File: config.mk
export PLATFORM = sky130hd
export DESIGN_NAME = aes_result_pager
export DESIGN_NICKNAME = d
export VERILOG_FILES = /design/src/rtl/aes_disp_pkg.sv /design/src/rtl/convert_hex.sv /design/src/rtl/aes_result_pager.sv
export SDC_FILE = /design/constraint.sdc
export NUM_CORES = 1
export LEC_CHECK = 0
export ABC_AREA = 1
export CORE_ASPECT_RATIO = 0.6
export CORE_MARGIN = 8
export CORE_UTILIZATION = 40
export CTS_BUF_LIST = sky130_fd_sc_hd__clkbuf_8
export DETAILED_ROUTE_END_ITERATION = 10
export GPL_TIMING_DRIVEN = 1
export PLACE_DENSITY = 0.61
export SLEW_MARGIN = 25
export SYNTH_ARGS = -nofsm -noshare
export SYNTH_HDL_FRONTEND = slang
export SYNTH_SLANG_ARGS = --single-unit
File: constraint.sdc
create_clock -name clk_clk -period 2.76 [get_ports clk_clk]
set_clock_uncertainty 0.15 [all_clocks]
set_input_delay 0.828 -clock clk_clk [delete_from_list [all_inputs] [get_ports clk_clk]]
set_output_delay 0.828 -clock clk_clk [all_outputs]
set_load 0.03 [all_outputs]
File: src/rtl/aes_disp_pkg.sv
// rtl/aes_disp_pkg.sv - shared constants and types for the AES result pager
package aes_disp_pkg;

    localparam int STROBE_BIT = 0;
    localparam int IDX_LSB    = 1;
    localparam int IDX_W      = 2;
    localparam int LAST_BIT   = 3;
    localparam int NUM_WORDS  = 4;
    localparam int DIGITS     = 8;
    localparam int WORD_W     = 32;
    localparam int DATA_LSB   = 32;

    typedef logic [WORD_W-1:0]    word_t;
    typedef logic [NUM_WORDS-1:0] mask_t;
    typedef logic [IDX_W-1:0]     widx_t;
    typedef logic [6:0]           seg_t;

    // Active-low segments, bit 6 = g down to bit 0 = a; entry 15 listed first
    localparam logic [15:0][6:0] SEG_TABLE = {
        7'h0E, 7'h06, 7'h21, 7'h46, 7'h03, 7'h08, 7'h10, 7'h00,
        7'h78, 7'h02, 7'h12, 7'h19, 7'h30, 7'h24, 7'h79, 7'h40
    };

    function automatic seg_t seg_decode(input logic [3:0] nibble);
        return SEG_TABLE[nibble];
    endfunction

endpackage

File: src/rtl/convert_hex.sv
// rtl/convert_hex.sv - nibble to active-low seven-segment decoder
module convert_hex
    import aes_disp_pkg::*;
(
    input  logic [3:0] nibble_i,
    output logic [6:0] seg_o
);

    assign seg_o = seg_decode(nibble_i);

endmodule

File: src/rtl/aes_result_pager.sv
// rtl/aes_result_pager.sv - assembles 128-bit AES results from PIO words and pages them onto eight hex digits
module aes_result_pager
    import aes_disp_pkg::*;
#(
    parameter int DWELL_CYCLES = 50_000_000
)
(
    input  logic        clk_clk,
    input  logic        reset_reset_n,
    input  logic [63:0] pio_readdata,
    input  logic        key_next_n,
    output logic [6:0]  hex0,
    output logic [6:0]  hex1,
    output logic [6:0]  hex2,
    output logic [6:0]  hex3,
    output logic [6:0]  hex4,
    output logic [6:0]  hex5,
    output logic [6:0]  hex6,
    output logic [6:0]  hex7,
    output logic [1:0]  page,
    output logic [7:0]  block_count,
    output logic        done,
    output logic        err
);

    localparam int             CW         = $clog2(DWELL_CYCLES);
    localparam logic [CW-1:0]  DWELL_LAST = CW'(DWELL_CYCLES - 1);

    logic                            strobe_q,   strobe_d;
    logic [NUM_WORDS-1:0][WORD_W-1:0] stage_q,    stage_d;
    logic [NUM_WORDS-1:0][WORD_W-1:0] display_q,  display_d;
    mask_t                           mask_q,     mask_d;
    widx_t                           page_q,     page_d;
    logic [7:0]                      count_q,    count_d;
    logic [CW-1:0]                   dwell_q,    dwell_d;
    logic                            err_q,      err_d;
    logic                            done_q,     done_d;
    logic                            key_meta_q, key_sync_q, key_prev_q;

    logic   pio_event;
    logic   pio_last;
    widx_t  pio_idx;
    word_t  pio_word;
    mask_t  idx_onehot;
    mask_t  mask_with_idx;
    logic   commit;
    logic   incomplete;
    logic   key_press;
    logic   dwell_tc;
    logic   unused_ctrl;

    assign pio_word    = pio_readdata[DATA_LSB +: WORD_W];
    assign pio_idx     = pio_readdata[IDX_LSB +: IDX_W];
    assign pio_last    = pio_readdata[LAST_BIT];
    assign pio_event   = pio_readdata[STROBE_BIT] ^ strobe_q;
    assign unused_ctrl = ^pio_readdata[31:4];

    assign idx_onehot    = mask_t'(1) << pio_idx;
    assign mask_with_idx = mask_q | idx_onehot;
    assign commit        = pio_event & pio_last & (&mask_with_idx);
    assign incomplete    = pio_event & pio_last & ~(&mask_with_idx);

    assign key_press = key_prev_q & ~key_sync_q;
    assign dwell_tc  = (dwell_q == DWELL_LAST);

    always_comb begin
        strobe_d  = pio_readdata[STROBE_BIT];
        stage_d   = stage_q;
        mask_d    = mask_q;
        display_d = display_q;
        err_d     = err_q | incomplete;
        done_d    = commit;
        count_d   = count_q + {7'd0, commit};

        if (pio_event) begin
            stage_d[pio_idx] = pio_word;
            mask_d           = pio_last ? '0 : mask_with_idx;
        end
        // stage_d already holds the current word, which gives the bypass for free
        if (commit) begin
            display_d = stage_d;
        end
    end

    // Commit outranks both advance sources; a press and a terminal count together step once
    always_comb begin
        page_d  = page_q;
        dwell_d = dwell_q + CW'(1);
        if (commit) begin
            page_d  = '0;
            dwell_d = '0;
        end else if (key_press || dwell_tc) begin
            page_d  = page_q + widx_t'(1);
            dwell_d = '0;
        end
    end

    always_ff @(posedge clk_clk or negedge reset_reset_n) begin
        if (!reset_reset_n) begin
            strobe_q   <= 1'b0;
            stage_q    <= '0;
            display_q  <= '0;
            mask_q     <= '0;
            page_q     <= '0;
            count_q    <= '0;
            dwell_q    <= '0;
            err_q      <= 1'b0;
            done_q     <= 1'b0;
            key_meta_q <= 1'b1;
            key_sync_q <= 1'b1;
            key_prev_q <= 1'b1;
        end else begin
            strobe_q   <= strobe_d;
            stage_q    <= stage_d;
            display_q  <= display_d;
            mask_q     <= mask_d;
            page_q     <= page_d;
            count_q    <= count_d;
            dwell_q    <= dwell_d;
            err_q      <= err_d;
            done_q     <= done_d;
            key_meta_q <= key_next_n;
            key_sync_q <= key_meta_q;
            key_prev_q <= key_sync_q;
        end
    end

    word_t                   page_word;
    logic [DIGITS-1:0][6:0]  seg;

    assign page_word = display_q[page_q];

    for (genvar d = 0; d < DIGITS; d++) begin : g_digit
        convert_hex u_hex (
            .nibble_i (page_word[d*4 +: 4]),
            .seg_o    (seg[d])
        );
    end

    assign hex0 = seg[0];
    assign hex1 = seg[1];
    assign hex2 = seg[2];
    assign hex3 = seg[3];
    assign hex4 = seg[4];
    assign hex5 = seg[5];
    assign hex6 = seg[6];
    assign hex7 = seg[7];

    assign page        = page_q;
    assign block_count = count_q;
    assign done        = done_q;
    assign err         = err_q;

endmodule

; Word-level counts from Yosys, hierarchy flattened
; Memories as Yosys holds them, arrays and structs flattened.
; Cells that the tools add are included.
[word_totals]
inputBits = 67
mem_bits_ro = 896
out_inout_bits = 68
reg_bits = 302
n_memories = 8
[op_classes]
eq_ne = 1
n_shift = 1
bitwise = 9
mux = 19
reduce_logical = 4
n_lt_le_gt_ge = 11
add_sub_neg = 3
[mem_list]
columns = memory, words, word_bits, rd, rd_clocked_by_memory_dff, write_ports, line
row1 = (name not given), 16, 7, 1, 0, 0, aes_disp_pkg.sv:25  ; return SEG_TABLE[nibble];
row2 = (name not given), 16, 7, 1, 0, 0, aes_disp_pkg.sv:25
row3 = (name not given), 16, 7, 1, 0, 0, aes_disp_pkg.sv:25
row4 = (name not given), 16, 7, 1, 0, 0, aes_disp_pkg.sv:25
row5 = (name not given), 16, 7, 1, 0, 0, aes_disp_pkg.sv:25
row6 = (name not given), 16, 7, 1, 0, 0, aes_disp_pkg.sv:25
row7 = +2 memories, -, -, -, -, -, -
[op_table]
columns = op, count
row1 = $bwmux W128, 1
row2 = $mux W128, 1
row3 = $bmux W32 S2, 1
row4 = $demux W32 S2, 1
row5 = $mux W32, 2
row6 = $mux W7, 8
row7 = $mux W26, 2
row8 = $lt A4 B5 Y1 const B, 8
row9 = $add A26 B1 Y26 const B, 1
row10 = $eq A26 B26 Y1 const B, 1
row11 = $add A8 B1 Y8, 1
row12 = $lt A2 B3 Y1 const B, 2
row13 = $and A1 B1 Y1, 4
row14 = $mux W2, 2
row15 = $mux W4, 1
row16 = $or A4 B4 Y4, 1
row17 = $reduce_and A4 Y1, 1
row18 = $shl A1 B2 Y4 const A, 1
row19 = $add A2 B1 Y2 const B, 1
row20 = $ge A2 B1 Y1 const B, 1
row21 = $not A1 Y1, 2
row22 = $reduce_bool A2 Y1, 1
row23 = $logic_and A1 B1 Y1, 1
row24 = $logic_or A1 B1 Y1, 1
row25 = 2 further kinds, 2

; Logic depth before layout (Yosys ltp)
[logic_depth]
depth_word = 6
depth_mapped = 14
depth_no_buf = 13

; Hierarchy
; From an unflattened synthesis, not the netlist that was laid out.
[unflattened]
hier_cells = 1839
hier_area_um2 = 15190.8
[by_module_without_submodules]
columns = mod, instances, cells_per_inst, area_each_um2
row1 = aes_result_pager, 1, 1445, 12997.5
row2 = convert_hex (g_digit[1].u_hex ...), 7, 49, 274.0
row3 = convert_hex (g_digit[0].u_hex), 1, 51, 275.3

; Worst setup path after synthesis
; No wires, ideal clock.
[synth_path]
path_type = register to output
from = register page_q[0], in the netlist page[0]
to = output port hex7[4]
slack_ps = -502
n_path_buf = 3
arrival_ps = 2284
stages_incl_launch_ff = 11
cell_sequence = dfrtp_1 buf_4 buf_4 buf_2 nand2_1 nand3_1 nand2_1 inv_1 ha_1 nand2_1 o21ai_0
[synth_via]
elab_chain_len = 4
[synth_rtl]
columns = item, line
row1 = start: declaration, aes_result_pager.sv:33  ; widx_t page_q, page_d;
row2 = start signal: assignment, aes_result_pager.sv:117  ; page_q <= page_d;
row3 = $bmux W32 S2, aes_result_pager.sv:131  ; assign page_word = display_q[page_q];
row4 = $mux W32 (not written as such), aes_result_pager.sv:131
row5 = $mem_v2 Z16 W7, -
row6 = $mux W7 (not written as such), aes_disp_pkg.sv:25
row7 = end: declaration, aes_result_pager.sv:19  ; output logic [6:0] hex7,
; Every way passes these cells. The select of a mux whose other input is x is not followed.

; Final worst setup path
[layout_path]
from = register page_q[0], in the netlist page[0]
to = output port hex1[4]
[layout_via]
elab_chain_len = 4
[layout_rtl]
columns = item, line
row1 = $bmux W32 S2, aes_result_pager.sv:131
row2 = $mux W32 (not written as such), aes_result_pager.sv:131
row3 = $mem_v2 Z16 W7, -
row4 = $mux W7 (not written as such), aes_disp_pkg.sv:25
row5 = end: declaration, aes_result_pager.sv:13  ; output logic [6:0] hex1,
; Every way passes these cells. The select of a mux whose other input is x is not followed.

==> metrics.txt <==
Setup WS pre-CTS -0.216 ns; post-layout net count 2227; fillers 3445; DR vias/cell 4.86; Final HPWL DP 25300 um; top post-synthesis cells by area dfrtp_1 (50%), nand2_1 (20%), ha_1 (4.2%); # setup viols final 56; WL/cell 15.1 um; startpoint types flop; Synth Flop Type dfrtp_1; Fin. Hold Viols 0; WP depth 12; Slew Viols, Final 0; routability cong. 0.843; initial antenna violation count 0; Max-Cap Viols 0; Fmax achieved 295 MHz; Cell Count, Final, Fillers Out 2656; Tmin final 3.39 ns; asr flop ratio synth 1.00; share of cells above drive strength 1 0.265; VDD IR max 0.573 mV; syn_area_per_cell 7.94 um2; RSZ-0062 raised after global routing yes; total grt overflow 0; I/O pins 135; Clk Latency, worst-skew pair 0.59 ns; Final Cell Area 19700 um2; Slew @ Worst Pin 0.564 ns; 1st-iter DRT viols 945; CTS buffer count 46; power per standard cell area 1230 nW/um2; DR vias 12900; largest net degree at the start of global routing 90; die width 266 um; CP cell instances inv_8, buf_12, nand2_1, nand3_1, nand2_2, inv_2, buf_4, ha_1, nand2_1, nand3_1, o21ai_4, buf_6; synthesis-to-layout area growth 31.3%; Port Buffer Count 106; antenna-violating nets left 0; Buf/Inv on CP 5; Synth Register Bits 302; failing checks negative setup slack; H-tree depth 2; Cell Area, Synth 15000 um2; CTS tree done; Clock Tree Buf Depth 3; crit-path max FO 11; GRT Util Overall 0.177; Final Util 0.528; status finished, violations left; Starting Density 0.403; max incr delay on CP 0.48 ns; vias in the first global route 12800; fin crit share 1.23; area of the die 44300 um2; drt pass-1 iters 5; Post-Syn Nets 2012; EDFF count, synth 0; Mapped Cells 1894; Post-DP Area 17600 um2; final worst-path setup slack -0.627 ns; leading area contributor after synthesis dfrtp_1; worst hold-check path type in2async; Diodes inserted 0; Critical Path Sink Type output pin; CTS root buf clkbuf_8; reg2reg path depth 8; relative slew slack 0.624; Core Box Area 37400 um2; Seq/Total Area, Yosys 0.503; Num Clock Sinks 302; Critical Path RT 1.78 ns; placed instance count 2555; # DRC 0; Core Rows 55; Leakage 10.0 nW; YS warnings 0; slowest CP cell dfrtp_2; Die Y 166 um; Routed WL 40200 um; crit path DAT 2.41 ns; unique cell type count in the Yosys netlist 33; Worst Path Class, Setup reg2out; Commonest cells post-synth nand2_1 (816), dfrtp_1 (299), inv_1 (147); most numerous cell in the Yosys netlist nand2_1; CP top delay family buffers and inverters; global-route wire length before repair 65900 um; CTS clk-pin slew, worst paths 0.07 ns; Yosys top cell area share 0.497
==> power breakdown <==
group	switching, W	internal (W)	total, W	leakage, nW
clock network	0.00180	0.00214	0.00394	0.560
registers	0.000532	0.00554	0.00607	3.90
logic	0.00836	0.00597	0.0143	5.55
==> stage by stage <==
| stage | hold slack (ns) | setup TNS, ns | power [W] |
|---|---|---|---|
| after floorplan | 0.195 | -0.0973 | 0.0137 |
| after global placement | 0.199 | -2.38 | 0.0177 |
| after detailed placement | 0.201 | -8.33 | 0.0180 |
| after CTS | 0.0464 | -32.34 | 0.0231 |
| after global routing | 0.0645 | -36.20 | 0.0260 |
| final | 0.0644 | -29.83 | 0.0243 |
==> final cells by class <==
class                   instances  area (um2)  share of cell area
flip-flops and latches        302        7560               0.383
multi-input cells            1361        7420               0.376
repair buffers                247        2540               0.129
clock buffers                  57         785              0.0397
well taps                     513         642              0.0325
inverters                     151         606              0.0307
clock inverters                25         185             0.00938
==> metal layers <==
layer  vias to the layer above  share of wire  track usage
met3                        67          0.047       0.0302
met4                         0          0.020       0.0380
met5                         -              0            0
met1                      6185           0.49        0.257
met2                       261           0.44        0.275
li1                       6398              -            -
==> path summary, 6_finish.rpt <==
kind	slack, ns	endpoint	start
setup / recovery	-0.63	hex1[4]	page[0]$_DFFE_PN0P_
hold / removal	0.06	strobe_q$_DFF_PN0_	reset_reset_n
setup reg to reg	0.78	dwell_q[22]$_DFF_PN0_	dwell_q[0]$_DFF_PN0_
hold reg to reg	0.21	key_sync_q$_DFF_PN1_	key_meta_q$_DFF_PN1_
max in group asynchronous	1.69	stage_q[8]$_DFF_PN0_	reset_reset_n
min in group clk_clk	0.21	key_sync_q$_DFF_PN1_	key_meta_q$_DFF_PN1_
==> state kept, by name, indices dropped and copies added, names as in the netlist, 2 cells and up <==
name         count
display_q      128
dwell_q         26
mask_q           4
stage_q        128
block_count      8
page             2
==> cell usage in the layout, fill, tap and decap left out, types with 25 or more instances in the layout <==
master	count
buf_4	114
buf_6	57
clkbuf_8	57
clkdlybuf4s50_1	47
dfrtp_1	297
ha_1	32
inv_1	127
inv_2	25
nand2_1	728
nand2_2	63
nand2_4	33
nand3_1	65
nand3_2	40
nor2_1	77
o21a_1	32
o21ai_0	32
o21ai_1	88
o21ai_2	74
==> worst reg2reg max path: cells and delay by family, from the launching register on <==
kind	cells	cell delay, ns
simple gates	7	1.15
flops	1	0.39
fa+ha+maj	1	0.18
==> cell families (layout without fill, tap and decap cells) <==
logic type / after synthesis / count (layout) / synth area share
AOI/OAI and AO/OA: 243 / 243 / 0.0952
xor gates and xnor gates: 20 / 20 / 0.0121
adders and majority gates: 51 / 51 / 0.0424
buffers and inverters: 231 / 480 / 0.0715
DFF: 302 / 302 / 0.503
and+or+nand+nor: 1047 / 1047 / 0.276
==> repair_timing <==
item / CTS / global route
hold buffers: 0 / 0
pin swaps: 6 / 24
gates resized for setup: 139 / 158
cloned: 2 / 1
endpoints found under the setup margin: 57 / 56
buffers inserted: 6 / 10
No activity file was read; power rests on OpenSTA's default activity.
